==> src/rtl/parity_pkg.sv <==
// parity_pkg: shared constants for the parity button front end
package parity_pkg;
  localparam int DB_COUNT_DEFAULT = 500000;
  localparam int DIV_DEFAULT = 50000000;
  localparam int BTN_I_EVEN = 0;
  localparam int BTN_I_ODD = 1;
  localparam int BTN_I_PAUSE = 2;
  localparam int BTN_I_CLR = 3;
  localparam int N_BTN = 4;
endpackage

==> src/rtl/parity_button_ctrl_if.sv <==
// parity_button_ctrl_if: raw buttons in, clean control levels and tick out
interface parity_button_ctrl_if;
  logic BTN_EVEN, BTN_ODD, BTN_PAUSE, BTN_CLR;
  logic EVEN, ODD, PAUSE, CNT_RST, TICK;
  modport master(output BTN_EVEN, BTN_ODD, BTN_PAUSE, BTN_CLR,
                 input EVEN, ODD, PAUSE, CNT_RST, TICK);
  modport slave(input BTN_EVEN, BTN_ODD, BTN_PAUSE, BTN_CLR,
                output EVEN, ODD, PAUSE, CNT_RST, TICK);
endinterface

==> src/rtl/parity_debounce_cell.sv <==
// parity_debounce_cell: 2-flop synchroniser, stability counter and press detect
module parity_debounce_cell #(
  parameter int DB_COUNT = parity_pkg::DB_COUNT_DEFAULT
) (
  input  logic CLK,
  input  logic RESET,
  input  logic raw,
  output logic stable,
  output logic press
);
  localparam int DB_W = $clog2(DB_COUNT + 1);
  logic [1:0] sync;
  logic [DB_W-1:0] cnt;
  logic done;
  assign done = cnt == DB_W'(DB_COUNT - 1);
  // press fires in the same cycle stable is about to rise, so toggles land with it
  assign press = sync[1] & ~stable & done;
  always_ff @(posedge CLK or posedge RESET)
    if (RESET) begin
      sync <= '0;
      cnt <= '0;
      stable <= 1'b0;
    end else begin
      sync <= {sync[0], raw};
      cnt <= (sync[1] == stable || done) ? '0 : cnt + 1'b1;
      if (sync[1] != stable && done) stable <= sync[1];
    end
endmodule

==> src/rtl/parity_button_ctrl.sv <==
// parity_button_ctrl: debounced toggle latches, counter clear level and count-enable tick
module parity_button_ctrl
  import parity_pkg::*;
#(
  parameter int DB_COUNT = DB_COUNT_DEFAULT,
  parameter int DIV = DIV_DEFAULT
) (
  input logic CLK,
  input logic RESET,
  parity_button_ctrl_if.slave bus
);
  localparam int DIV_W = $clog2(DIV);
  logic [N_BTN-1:0] raw, stable, press;
  logic clear, even, odd, pause, tick, unused_stable;
  logic [DIV_W-1:0] pre;
  assign raw[BTN_I_EVEN] = bus.BTN_EVEN;
  assign raw[BTN_I_ODD] = bus.BTN_ODD;
  assign raw[BTN_I_PAUSE] = bus.BTN_PAUSE;
  assign raw[BTN_I_CLR] = bus.BTN_CLR;
  for (genvar g = 0; g < N_BTN; g++) begin : g_db
    parity_debounce_cell #(.DB_COUNT(DB_COUNT)) u_db (
      .CLK(CLK), .RESET(RESET), .raw(raw[g]), .stable(stable[g]), .press(press[g])
    );
  end
  // include the rising edge so the latches clear in the same cycle CNT_RST rises
  assign clear = stable[BTN_I_CLR] | press[BTN_I_CLR];
  assign unused_stable = ^stable[BTN_I_PAUSE:BTN_I_EVEN];
  always_ff @(posedge CLK or posedge RESET)
    if (RESET) begin
      even <= 1'b0;
      odd <= 1'b0;
      pause <= 1'b0;
      pre <= '0;
      tick <= 1'b0;
    end else begin
      even <= ~clear & (even ^ press[BTN_I_EVEN]);
      odd <= ~clear & (odd ^ press[BTN_I_ODD]);
      pause <= ~clear & (pause ^ press[BTN_I_PAUSE]);
      pre <= (clear || pre == DIV_W'(DIV - 1)) ? '0 : pre + 1'b1;
      tick <= ~clear & (pre == DIV_W'(DIV - 1));
    end
  assign bus.EVEN = even;
  assign bus.ODD = odd;
  assign bus.PAUSE = pause;
  assign bus.CNT_RST = stable[BTN_I_CLR];
  assign bus.TICK = tick;
endmodule

==> src/flat_wrapper.sv <==
// flat-port wrapper written by rule: the top's interface ports become plain ports
module parity_button_ctrl_flat import parity_pkg::*;
#(
  parameter int DB_COUNT = DB_COUNT_DEFAULT,
  parameter int DIV = DIV_DEFAULT
)
  (CLK, RESET, bus_BTN_EVEN, bus_BTN_ODD, bus_BTN_PAUSE, bus_BTN_CLR, bus_EVEN, bus_ODD, bus_PAUSE, bus_CNT_RST, bus_TICK);
  parity_button_ctrl_if bus_i ();
  input logic CLK;
  input logic RESET;
  input wire logic [$bits(bus_i.BTN_EVEN)-1:0] bus_BTN_EVEN;
  input wire logic [$bits(bus_i.BTN_ODD)-1:0] bus_BTN_ODD;
  input wire logic [$bits(bus_i.BTN_PAUSE)-1:0] bus_BTN_PAUSE;
  input wire logic [$bits(bus_i.BTN_CLR)-1:0] bus_BTN_CLR;
  output wire logic [$bits(bus_i.EVEN)-1:0] bus_EVEN;
  output wire logic [$bits(bus_i.ODD)-1:0] bus_ODD;
  output wire logic [$bits(bus_i.PAUSE)-1:0] bus_PAUSE;
  output wire logic [$bits(bus_i.CNT_RST)-1:0] bus_CNT_RST;
  output wire logic [$bits(bus_i.TICK)-1:0] bus_TICK;
  assign bus_i.BTN_EVEN = bus_BTN_EVEN;
  assign bus_i.BTN_ODD = bus_BTN_ODD;
  assign bus_i.BTN_PAUSE = bus_BTN_PAUSE;
  assign bus_i.BTN_CLR = bus_BTN_CLR;
  assign bus_EVEN = bus_i.EVEN;
  assign bus_ODD = bus_i.ODD;
  assign bus_PAUSE = bus_i.PAUSE;
  assign bus_CNT_RST = bus_i.CNT_RST;
  assign bus_TICK = bus_i.TICK;
  parity_button_ctrl #(.DB_COUNT(DB_COUNT), .DIV(DIV)) u_core (.CLK(CLK), .RESET(RESET), .bus(bus_i));
endmodule
==> config.mk <==
export PLATFORM = sky130hd
export DESIGN_NAME = parity_button_ctrl_flat
export DESIGN_NICKNAME = d
export VERILOG_FILES = /design/src/rtl/parity_pkg.sv /design/src/rtl/parity_button_ctrl_if.sv /design/src/rtl/parity_debounce_cell.sv /design/src/rtl/parity_button_ctrl.sv /design/src/flat_wrapper.sv
export SDC_FILE = /design/constraint.sdc
export NUM_CORES = 1
export LEC_CHECK = 0
export CAP_MARGIN = 20
export CORE_ASPECT_RATIO = 1.75
export CORE_UTILIZATION = 68
export CTS_BUF_LIST = sky130_fd_sc_hd__clkbuf_8
export DETAILED_ROUTE_END_ITERATION = 6
export PLACE_DENSITY_LB_ADDON = 0.2
export SYNTH_ARGS = -nofsm -noshare
export SYNTH_HDL_FRONTEND = slang
export SYNTH_SLANG_ARGS = --single-unit
export TNS_END_PERCENT = 10
==> constraint.sdc <==
create_clock -name CLK -period 8.4 [get_ports CLK]
set_clock_uncertainty 0.2 [all_clocks]
set_input_delay 1.68 -clock CLK [delete_from_list [all_inputs] [get_ports CLK]]
set_output_delay 1.68 -clock CLK [all_outputs]
set_load 0.01 [all_outputs]
==> flow_results.org, run 1 <==
** Run status
- The run finished with clean final reports.

** Critical path
- Data on the critical path is required at its endpoint by about 6.5 ns.
- The critical path is of the flop to output port type.
- Arrival time reported for the critical path endpoint :: 1.38 ns
- The worst setup path is launched from a flop.
- The worst setup path is captured at an output port.
- Dominant delay contributor by cell family on the critical path :: buffers and inverters
- WP buf/inv :: 1
- The critical path goes through clkdlybuf4s50_1.
- Of all nets on the critical path, the largest fanout is 3.
- Cell with the largest stage delay on the worst path :: clkdlybuf4s50_1
- Largest incremental delay on the critical path :: about 0.55 ns

** Global route
- Global routing used ~28% of the available tracks across all layers.
- Vias in the first global route :: around 4,400
- The initial antenna violation count is 0.
- After global routing the overflow that remains totals 0.
- Maximum number of pins on one net before global-route repair :: 66
- Wire length of the first global-routing pass :: a little under 20,000 um

** Final layout
- Relative to the synthesized area, the layout overhead comes to 11.7%.
- Post-route non-filler standard cell count :: 699
- Number of antenna repair diodes :: 0
- Fillers :: 561
- Final Net Count :: around 600
- Cells fill approximately 80% of the core in the end.
- Cells with a size suffix above 1 make up under 10% of the layout.

** Clocking
- Hold buffer count at CTS :: 0
- CTS placed an instance of clkbuf_8 at the clock tree root.
- TritonCTS built the clock tree.
- Number of post-CTS setup repair buffers :: 0
- The H-tree was split into 4 levels.
- Later-pin clock latency in the skew report :: between 0.4 and 0.5 ns
- Reg clk slew, reported paths :: about 0.070 ns
- Total of cells resized after clock tree synthesis :: 0
- CTS Buffer Depth :: 2
- In this run, CTS created clock tree buffers numbering 17.
- CTS saw 118 sinks.

** Pwr
- VDD sags by at most 189 uV.
- In this run the static leakage power is about 0.0026 uW.
- Overall power consumption after layout is estimated at ~1200 uW.
- Dividing total power by cell area gives a power density of 187 nW/um^2.

** Route
- Average wire per standard cell :: 16.6 um
- The final layout contains routed wiring with a total length of 11,600 um.
- Average vias per placed instance :: about 6.4
- Via count :: about 4,500
- Number of detailed-routing iterations run before antenna repair :: 7
- Initial drt markers :: ~300
- In this run the remaining antenna-violating nets after routing total 0.
- In the routed design, unresolved DRC markers number 0.

** STA
- Worst-Margin Slew :: between 0.7 and 0.8 ns
- Final-report hold violation count :: 0
- Derived from the worst setup path, the maximum achievable clock frequency is a little over 0.3 GHz.
- Max Slew Vio Count :: 0
- Setup violators final :: 0
- For the finished layout, the period the worst path requires is approximately 3.3 ns.
- Setup total negative slack :: 0 ns
- Hold is met by roughly 0.15 ns.
- Period utilisation layout :: about two fifths
- Setup repair after global routing left no endpoint under its margin.
- Slew headroom :: 47.1%

** Floorplan
- DIE WIDTH :: 71.6 um
- The floorplan step defined a die boundary enclosing ~8900 sq um.
- DIE HEIGHT :: between 100 and 150 um
- For this design the top-level I/O count stands at 11.
- Initial standard-cell utilization of the core :: a little over two thirds
- Row count :: 44
- The core region is approximately 8300 sq um.

** Synth
- The average instance in the mapped netlist occupies between 9 and 10 sq um.
- The mapped netlist covers slightly below 6000 sq um.
- Of the synthesized area, sequential elements account for 51.3%.
- Synth Register Bits :: about 120
- Net count after synthesis :: about 590
- Synthesis produced just under 600 cells.
- Synthesis instantiated 38 different standard cells from the library.
- Synthesis Warnings :: 0

** Worst hold path
- Worst Hold Class :: flop to flop

** Place
- Number of port buffers :: 10
- Once placement completed, the tool counted placed cells totaling 666.
- Summed over all nets, the half-perimeter wirelength after detailed placement is 7700 um.
- Placer's final routability congestion estimate :: approximately 0.85

** Flow run
- Max-cap violations in this run came to 0.
-- where the power goes --
part / switching, uW / internal [uW] / leakage (uW) / total [uW]
clock: 231 / 355 / 0.000224 / 587
combinational: 22.3 / 9.41 / 0.000785 / 31.7
sequential: 6.53 / 575 / 0.00161 / 581
-- layout make-up --
class	instances	area, sq um	area share (%)
clock buffer	21	289	4.49
clock inverter	11	170	2.65
inverter	22	85.1	1.32
multi-input combinational	419	2680	41.6
sequential	118	2950	45.9
tap	92	115	1.79
timing repair buffer	16	145	2.26
-- sequential cells by signal (all words and copies together), names as in the netlist --
name                     flops
u_core.g_db.u_db.cnt        76
u_core.pre                  26
u_core.g_db.u_db.sync        8
u_core.g_db.u_db.stable      4
u_core.bus.EVEN              1
u_core.bus.ODD               1
u_core.bus.PAUSE             1
u_core.bus.TICK              1
-- stage by stage --
stage | cell area [sq um] | setup slack, ns
2_1_floorplan | 5760 | 3.39
5_1_grt | 6430 | 4.96
4_1_cts | 6420 | 5.13
3_3_place_gp | 5970 | 4.75
3_5_place_dp | 5970 | 4.73
6_report | 6430 | 5.14
-- cell usage in the layout (no fill, tap or decap), types with 4 or more instances in the layout --
cell	count
dfrtp_1	118
and3_1	10
mux2_2	4
nand2_1	28
nand4_1	30
inv_1	21
clkbuf_8	21
xor2_1	29
a211oi_1	9
xnor2_1	39
nand3_1	37
buf_4	6
nor2_1	70
nor4_1	17
or3_1	15
o31ai_1	10
and4_1	9
nor3_1	26
a21oi_1	18
or4_1	14
o21ai_0	15
clkdlybuf4s50_1	10
nor4b_1	8
bufinv_16	4
ha_1	9
-- logic make-up after synthesis --
logic type                 Yosys count  synth area share (%)
xor gates and xnor gates            68                  10.3
adders and majority gates            9                  1.95
and+or+nand+nor                    279                  26.5
muxes                                4                 0.782
AOI/OAI and AO/OA                   59                  6.36
DFF                                118                  51.3
buffers and inverters               40                  2.78
-- metal layers --
| metal | track usage, % | up-vias | share of wire (%) |
|---|---|---|---|
| met5 | 0 | - | 0 |
| met2 | 51.3 | 109 | 54 |
| met1 | 30.6 | 2225 | 40 |
| li1 | - | 2121 | - |
| met4 | 14.1 | 0 | 3.5 |
| met3 | 7.44 | 38 | 2.8 |
-- path summary, 6_finish.rpt --
path	startpoint	to	slack [ns]	cells past startpoint
max	u_core.bus.PAUSE$_DFF_PP0_	bus_PAUSE	5.14	1
min	u_core.g_db[2].u_db.sync[0]$_DFF_PP0_	u_core.g_db[2].u_db.sync[1]$_DFF_PP0_	0.15	0
max reg2reg	u_core.pre[0]$_DFF_PP0_	u_core.pre[22]$_DFF_PP0_	5.90	5
min reg2reg	u_core.g_db[2].u_db.sync[0]$_DFF_PP0_	u_core.g_db[2].u_db.sync[1]$_DFF_PP0_	0.15	0
max in group asynchronous	RESET	u_core.pre[20]$_DFF_PP0_	5.27	3
min in group asynchronous	RESET	u_core.bus.EVEN$_DFF_PP0_	1.49	2
-- cells in the mapped netlist --
cell type	count	area, sq um
nor2b_1	1	6.26
xnor2_1	39	342
or3_1	15	93.8
buf_6	1	11.3
o21bai_1	2	15.0
o21ai_0	15	75.1
nor3_1	26	130
and4_1	9	78.8
xor2_1	29	254
nand4_1	30	188
clkbuf_2	1	5.00
nand3b_1	1	7.51
nand3_1	37	185
nand4_2	2	25.0
a21oi_1	18	90.1
or4b_1	2	20.0
inv_1	22	82.6
mux2_2	4	45.0
nor2_1	70	263
buf_2	1	5.00
or2_2	3	18.8
and3_1	10	62.6
or4_1	14	105
clkbuf_1	15	56.3
o21bai_2	1	11.3
nor4_2	1	12.5
nor4bb_1	1	10.0
dfrtp_1	118	2950
nand2_1	28	105
a211oi_1	9	67.6
a31o_2	2	17.5
nor4b_1	8	70.1
and4_2	1	10.0
or4_4	2	22.5
o31ai_1	12	90.1
nor3b_1	1	7.51
ha_1	9	113
nor4_1	17	106
No activity file was read; power rests on OpenSTA's default activity.
==> inputs of run 2 (changes only) <==
- CORE_UTILIZATION: 68 -> 65
- clock period: 8.4 -> 3.25 ns (I/O delays scaled with it)
==> run 2 against run 1 <==
Effect of this change: sequential share of layout area fell by 0.21 points; combinational power rose to 2.7 times the previous value; clock power rose by 150%; register-to-register slack got worse by 5.2 ns; sequential power increased to 2.6 times the previous value; core utilization fell by 2.9 points; largest power group is now sequential cells; hold slack worse by 0.0010 ns; non-clock buffer count rose by 2; critical path type is now flop to flop.
==> flow_results.org, run 2 (same netlist as run 1, synthesis figures left out) <==
** Run status
- The flow ran to the end, and the final reports show no timing, DRC or antenna violations.

** Final layout
- Number of antenna repair diodes :: 0
- The register with the most flip-flops in the layout has between 70 and 80 of them.
- The net count of the finished layout is 611.
- Across the whole layout, storage elements account for about 3000 sq um.
- Area of the multi-input gates :: roughly 2700 sq um
- Fillers :: 610
- u_core.g_db.u_db.cnt holds more flip-flops than any other register.
- The count of cells in the finished layout, fillers not included, comes to 726.
- Relative to the synthesized area, the layout overhead comes to 12.2%.
- In the final layout, the share of cells above drive strength 1 is 9.03%.
- Most common library cell in the layout ignoring fill and taps :: dfrtp_1
- Post-route cell area :: 6460 sq um
- Largest registers :: u_core.g_db.u_db.cnt: 76 flops, u_core.pre: 26 flops, u_core.g_db.u_db.sync: 8 flops
- In the layout the commonest cells are dfrtp_1, nor2_1, xnor2_1, nand3_1, nand4_1.

** Place
- The congestion estimate from routability-driven global placement came to 0.818.
- Once placement completed, the tool counted placed cells totaling a little under 700.
- Sum of net half-perimeters after detailed placement :: slightly below 8000 um
- Post-place instance area :: roughly 6000 sq um
- Timing analysis after detailed placement gives a worst setup slack of around 0.74 ns.
- Number of port buffers :: 10

** STA
- Static timing analysis puts the maximum clock frequency at ~0.4 GHz.
- Period utilisation layout :: between 70% and 80%
- Worst-Margin Slew :: between 0.6 and 0.7 ns
- The smallest clock period supported by the final layout is computed as between 2 and 3 ns.
- Slew headroom :: 53.2%
- Setup total negative slack :: 0 ns
- Setup repair after global routing left no endpoint under its margin.
- The number of hold violations in the final report came to 0.
- Setup violations remaining at the end of the flow were counted as 0.
- Max Slew Vio Count :: 0
- Once routing completed, OpenROAD measured the worst setup slack at 0.737 ns.

** Pwr
- In this run switching power makes up 20.9% of total power.
- Leakage :: approximately 0.0026 uW
- Combinational cells account for 2.8% of the total power.
- Worst voltage drop across the vdd grid :: about 340 uV
- In this run the power spent charging and discharging nets is between 600 and 700 uW.
- For this design the ratio of total power to cell area is between 400 and 500 nW/um^2.
- Of the total power, the clock network draws a little under half.
- Internal power consumption :: 2400 uW
- Relative contribution of sequential cells to total power :: ~50%

** Critical path
- The worst register-to-register path has a depth of 4.
- Cell-by-cell listing of the critical path :: or4_1, or4_4, o21bai_2, a21oi_1
- In this run the critical register-to-register path is captured at u_core.g_db[1].u_db.cnt[15]$_DFF_PP0_.
- On the worst path, the slowest cell contributes a delay of 0.58 ns.
- Cell with the largest stage delay on the worst path :: o21bai_2
- The critical path ends at u_core.g_db[1].u_db.cnt[15]$_DFF_PP0_.
- Along the worst path, the maximum fanout reaches 17.
- Logic depth of the worst setup path including buffers :: 4
- Flop2flop setup slack :: around 0.74 ns
- For the worst setup path, the data required time is around 3.3 ns.
- The worst setup path is captured at a flop.
- Reg2reg start :: u_core.g_db[1].u_db.cnt[11]$_DFF_PP0_
- CP Class :: flop to flop
- Dominant delay contributor by cell family on the critical path :: simple AND/OR/NAND/NOR gates
- Critical Path Start Type :: flop
- Tracing the worst setup path back leads to its startpoint at u_core.g_db[1].u_db.cnt[11]$_DFF_PP0_.
- WP buf/inv :: 0
- At the worst endpoint, the arrival time is 2.59 ns.

** Route
- Average vias per placed instance :: around 6.1
- For this block, the via count after detailed routing is between 4,000 and 5,000.
- Average wire per standard cell :: approximately 15 um
- Number of detailed-routing iterations run before antenna repair :: 6
- In this run, the number of DRC markers left after iteration 0 of detailed routing was just under 300.
- Total wire length :: between 10,000 and 15,000 um
- The detail route stage leaves a number of antenna-violating nets equal to 0.
- DRC viols :: 0

** Floorplan
- Row count :: 45
- From left edge to right edge, the die measures ~73 um.
- Die ar. :: about 9300 sq um
- The initial utilization of the core area, before any placement, comes to between 60% and 70%.
- DIE HEIGHT :: between 100 and 150 um
- After floorplanning, the core was sized to cover roughly 8600 sq um.
- For this design the top-level I/O count stands at 11.

** Global route
- Maximum number of pins on one net before global-route repair :: 53
- Wire length of the first global-routing pass :: around 20,000 um
- Vias in the first global route :: roughly 4,400
- Global-route total usage across every layer :: between 20 and 30%
- Global routing finished with a remaining overflow of 0.
- The initial antenna violation count came to 0.

** Clocking
- CTS Buffer Depth :: 2
- Number of post-CTS setup repair buffers :: 0
- Buffers inserted during clock tree synthesis total 17.
- TritonCTS clock tree :: yes
- Reg clk slew, reported paths :: 0.07 ns
- Hold buffer count at CTS :: 0
- Total of cells resized after clock tree synthesis :: 0
- Later-pin clock latency in the skew report :: ~0.43 ns
- Clock Sinks :: approximately 120
- Number of H-tree levels :: 4
- In this run the clock root is driven by a clkbuf_8.

** Worst hold path
- The worst hold path belongs to the class flop to flop.

** Flow run
- Reported max-cap violation count :: 0
## run 2: changes by cell type in the layout (fill, tap and decap cells not counted), sizes merged
cell | previous run | this run
clkbuf | 21 | 20
clkinvlp | 3 | 2
inv | 23 | 24
clkinv | 3 | 4
buf | 6 | 8
## run 2: power by group through the flow
stage,logic [uW],clock network (uW),registers (uW)
global route,101,1540,1500
CTS,87.7,1470,1500
detailed placement,87.3,0,1530
finish,84.2,1440,1500
global placement,83.9,0,1530
floorplan,57.8,0,1530
## run 2: worst min-delay path by stage
stage	startpoint	endpoint	slack [ns]	cells after the start
2_1_floorplan	u_core.g_db[0].u_db.sync[0]$_DFF_PP0_	u_core.g_db[0].u_db.sync[1]$_DFF_PP0_	0.13	0
3_3_place_gp	u_core.g_db[0].u_db.sync[0]$_DFF_PP0_	u_core.g_db[0].u_db.sync[1]$_DFF_PP0_	0.13	0
3_5_place_dp	u_core.g_db[3].u_db.sync[0]$_DFF_PP0_	u_core.g_db[3].u_db.sync[1]$_DFF_PP0_	0.14	0
4_1_cts	u_core.g_db[3].u_db.sync[0]$_DFF_PP0_	u_core.g_db[3].u_db.sync[1]$_DFF_PP0_	0.15	0
5_1_grt	u_core.g_db[2].u_db.sync[0]$_DFF_PP0_	u_core.g_db[2].u_db.sync[1]$_DFF_PP0_	0.16	0
6_report	u_core.g_db[3].u_db.sync[0]$_DFF_PP0_	u_core.g_db[3].u_db.sync[1]$_DFF_PP0_	0.15	0
## run 2: cell type report
cell class	count	share of cell area, %
Sequential cell	118	45.7
Multi-Input combinational cell	419	41.3
Clock buffer	20	4.26
Timing Repair Buffer	18	2.67
Clock inverter	12	2.46
Tap cell	117	2.27
Inverter	22	1.34
## run 2: metrics by stage
step | util [%] | hold WS [ns] | power [uW]
2_1_floorplan | - | 0.131 | 1580
3_5_place_dp | 70.0 | 0.137 | 1620
5_1_grt | 75.0 | 0.162 | 3140
3_3_place_gp | 70.0 | 0.132 | 1610
4_1_cts | 75.0 | 0.152 | 3060
6_report | 75.0 | 0.150 | 3030
## run 2: routing by layer
layer / global-route usage [%] / routed length [um] / vias to the layer above
li1: - / - / 2122
met1: 29.8 / 4290 / 2156
met2: 48.7 / 6270 / 98
met3: 7.39 / 379 / 26
met4: 12.8 / 277 / 0
met5: 0 / 0 / -
==> inputs of run 3 (changes only) <==
- clock period: 3.25 -> 2.65 ns (I/O delays scaled with it)
==> run 3 against run 2 <==
Effect of this change: critical path depth unchanged; routed wire length increased by 5.9%; non-clock buffer count is 6 higher; die area did not move; global-route usage is 1.5 points higher; maximum frequency increased by 2.5%; count of clock-buffer cells in the layout decreased by 2; register-to-register slack worse by 0.54 ns; sequential share of layout area decreased by 0.38 points; critical path type unchanged.
==> flow_results.org, run 3 (same netlist as run 1, synthesis figures left out) <==
** Route
- Post-route ant nets :: 0
- Average wire per standard cell :: between 15 and 20 um
- Via count :: approximately 4,500
- After the first detailed-routing iteration, the DRC count stood at between 150 and 200.
- For this block, the routed nets add up to about 12,000 um of wire.
- After detailed routing, the number of remaining DRC violations is 0.
- Number of detailed-routing iterations run before antenna repair :: 4
- After detailed routing, the number of vias per cell comes to 6.13.

** Critical path
- WP buf/inv :: 0
- Data on the critical path arrives at its endpoint at between 2 and 3 ns.
- CP Data Required Time :: approximately 2.8 ns
- Critical Path Fanout Max :: 4
- STA classifies the critical path endpoint as a flop.
- The signal on the critical path passes through or4_1, or4_4, or4b_1, a21oi_1.
- CP Class :: flop to flop
- Cell with the largest stage delay on the worst path :: or4_1
- Broken down by cell family, the worst path's largest delay share belongs to simple AND/OR/NAND/NOR gates.
- In this design, the stage delay of the slowest critical-path cell is ~0.56 ns.
- STA classifies the critical path startpoint as a flop.

** Pwr
- The completed layout was analyzed and its total power is between 3000 and 4000 uW.
- Dividing total power by cell area gives a power density of 571 nW/um^2.
- Worst voltage drop across the vdd grid :: ~380 uV
- For this design the static power due to leakage is between 0.002 and 0.003 uW.

** Place
- The congestion estimate from routability-driven global placement came to between 0.8 and 0.9.
- Summed over all nets, the half-perimeter wirelength after detailed placement is between 7000 and 8000 um.
- Port buffering added 10 buffers.

** Global route
- Global routing used between 20% and 30% of the available tracks.
- The via count of the first global-routing pass is between 4,000 and 5,000.
- Maximum number of pins on one net before global-route repair :: 32
- The first global-routing pass estimated just over 20,000 um of wire.
- Initial antenna violation count :: 0
- For this run the aggregate overflow at the end of global routing stands at 0.

** Clocking
- The clock tree synthesis step divided the H-tree into 4 levels.
- The clock net in this run drives a total of 118 sinks.
- Total of cells resized after clock tree synthesis :: 0
- In this run the post-CTS setup repair buffer count came out at 0.
- Number of CTS-inserted buffers :: 17
- For this design, the CTS-stage hold fixing added 0 buffers.
- Later-pin clock latency in the skew report :: roughly 0.44 ns
- Root cell of the clock tree :: clkbuf_8
- TritonCTS clock tree :: yes
- The longest clock path from root to sink contains 2 buffers.
- Clock-pin slew was measured on the worst setup and hold paths at roughly 0.070 ns.

** Floorplan
- From left edge to right edge, the die measures about 73 um.
- In this run the count of I/O pins placed on the die edge is 11.
- From bottom edge to top edge, the die measures approximately 130 um.
- Area of the placeable core :: 8610 sq um
- Initial standard-cell utilization of the core :: about two thirds
- Row count :: between 40 and 50
- Die ar. :: between 9000 and 10,000 sq um

** Flow run
- Reported max-cap violation count :: 0

** Worst hold path
- Worst Hold Class :: flop to flop

** Final layout
- The net count of the finished layout is about 600.
- In the final layout, the registers with the most flip-flops are u_core.g_db.u_db.cnt: 76 flops, u_core.pre: 26 flops, u_core.g_db.u_db.sync: 8 flops.
- Leaving out fill and tap cells, the most frequent cells in the layout are dfrtp_1, nor2_1, xnor2_1, nand3_1, nand4_1.
- Area added between synthesis and finish :: 13.1%
- Cells with a size suffix above 1 make up a little over 10% of the layout.
- Leaving out fill and tap cells, the most frequent cell in the layout is dfrtp_1.
- The register with the most flip-flops in the layout has 76 of them.
- Number of antenna repair diodes :: 0
- Counting flops per register, the top entry is u_core.g_db.u_db.cnt.
- Counting the fill cells in the layout gives roughly 590.

** STA
- Setup repair after global routing left no endpoint under its margin.
- Setup total negative slack :: 0 ns
- Derived from the worst setup path, the maximum achievable clock frequency is 0.408 GHz.
- Min Tclk post-route :: 2.45 ns
- At the pin with the least slew margin, the transition time is between 0.6 and 0.7 ns.
- The number of hold violations in the final report came to 0.
- Slew headroom :: 57.3%
- Period utilisation layout :: just over 90%
- The final count of pins violating max slew was 0.
- Setup violators final :: 0

** Run status
- Outcome :: completed
==> run 3: cell types whose count changed in the layout (fill, tap and decap cells not counted) <==
cell	delta
buf_12	+1
buf_4	+5
clkbuf_8	-2
clkinvlp_4	+3
inv_1	-2
inv_6	+1
==> run 3: final timing paths <==
| path | start | end | slack (ns) | depth (start not counted) |
|---|---|---|---|---|
| min reg2reg | u_core.g_db[0].u_db.sync[0]$_DFF_PP0_ | u_core.g_db[0].u_db.sync[1]$_DFF_PP0_ | 0.15 | 0 |
| min in group asynchronous | RESET | u_core.pre[4]$_DFF_PP0_ | 0.33 | 2 |
| max | u_core.g_db[1].u_db.cnt[12]$_DFF_PP0_ | u_core.bus.ODD$_DFF_PP0_ | 0.20 | 4 |
| max reg2reg | u_core.g_db[1].u_db.cnt[12]$_DFF_PP0_ | u_core.bus.ODD$_DFF_PP0_ | 0.20 | 4 |
| min | u_core.g_db[0].u_db.sync[0]$_DFF_PP0_ | u_core.g_db[0].u_db.sync[1]$_DFF_PP0_ | 0.15 | 0 |
| max in group asynchronous | RESET | u_core.g_db[2].u_db.cnt[18]$_DFF_PP0_ | 1.31 | 3 |
==> run 3: per-layer routing <==
| layer | vias to the layer above | global-route usage, % | share of wire [%] | wire length (um) |
|---|---|---|---|---|
| li1 | 2147 | - | - | - |
| met1 | 2206 | 30.5 | 38 | 4510 |
| met2 | 100 | 52.8 | 56 | 6690 |
| met3 | 33 | 7.63 | 3.2 | 375 |
| met4 | 0 | 12.7 | 2.6 | 307 |
| met5 | - | 0 | 0 | 0 |
==> run 3: area by class of cell <==
cell class | instances | area [sq um] | area share, %
flip-flops and latches | 118 | 2950 | 45.3
multi-input cells | 419 | 2670 | 41.0
clock buffers | 18 | 248 | 3.80
repair buffers | 24 | 230 | 3.53
clock inverters | 14 | 183 | 2.80
well taps | 117 | 146 | 2.25
inverters | 22 | 86.3 | 1.32
==> run 3: where the power goes <==
| group | switching [uW] | internal (uW) |
|---|---|---|
| logic | 73.1 | 38.5 |
| registers | 21.4 | 1820 |
| clock network | 728 | 1040 |
==> run 3: worst register-to-register path, stage by stage, from the launching register on <==
cell and delay (ns):
dfrtp_1 0.41, or4_1 0.56, or4_4 0.53, or4b_1 0.48, a21oi_1 0.18
==> run 3: metrics by stage <==
step           util [%]  cells  worst slack [ns]  hold WS [ns]  area (sq um)
3_3_place_gp       70.6    700             0.327         0.133          6090
3_5_place_dp       70.6    700             0.255         0.140          6090
2_1_floorplan         -    577             0.392         0.131          5760
4_1_cts            75.6    732             0.205         0.154          6520
6_report           75.6    732             0.198         0.152          6520
5_1_grt            75.6    732             0.144         0.165          6520
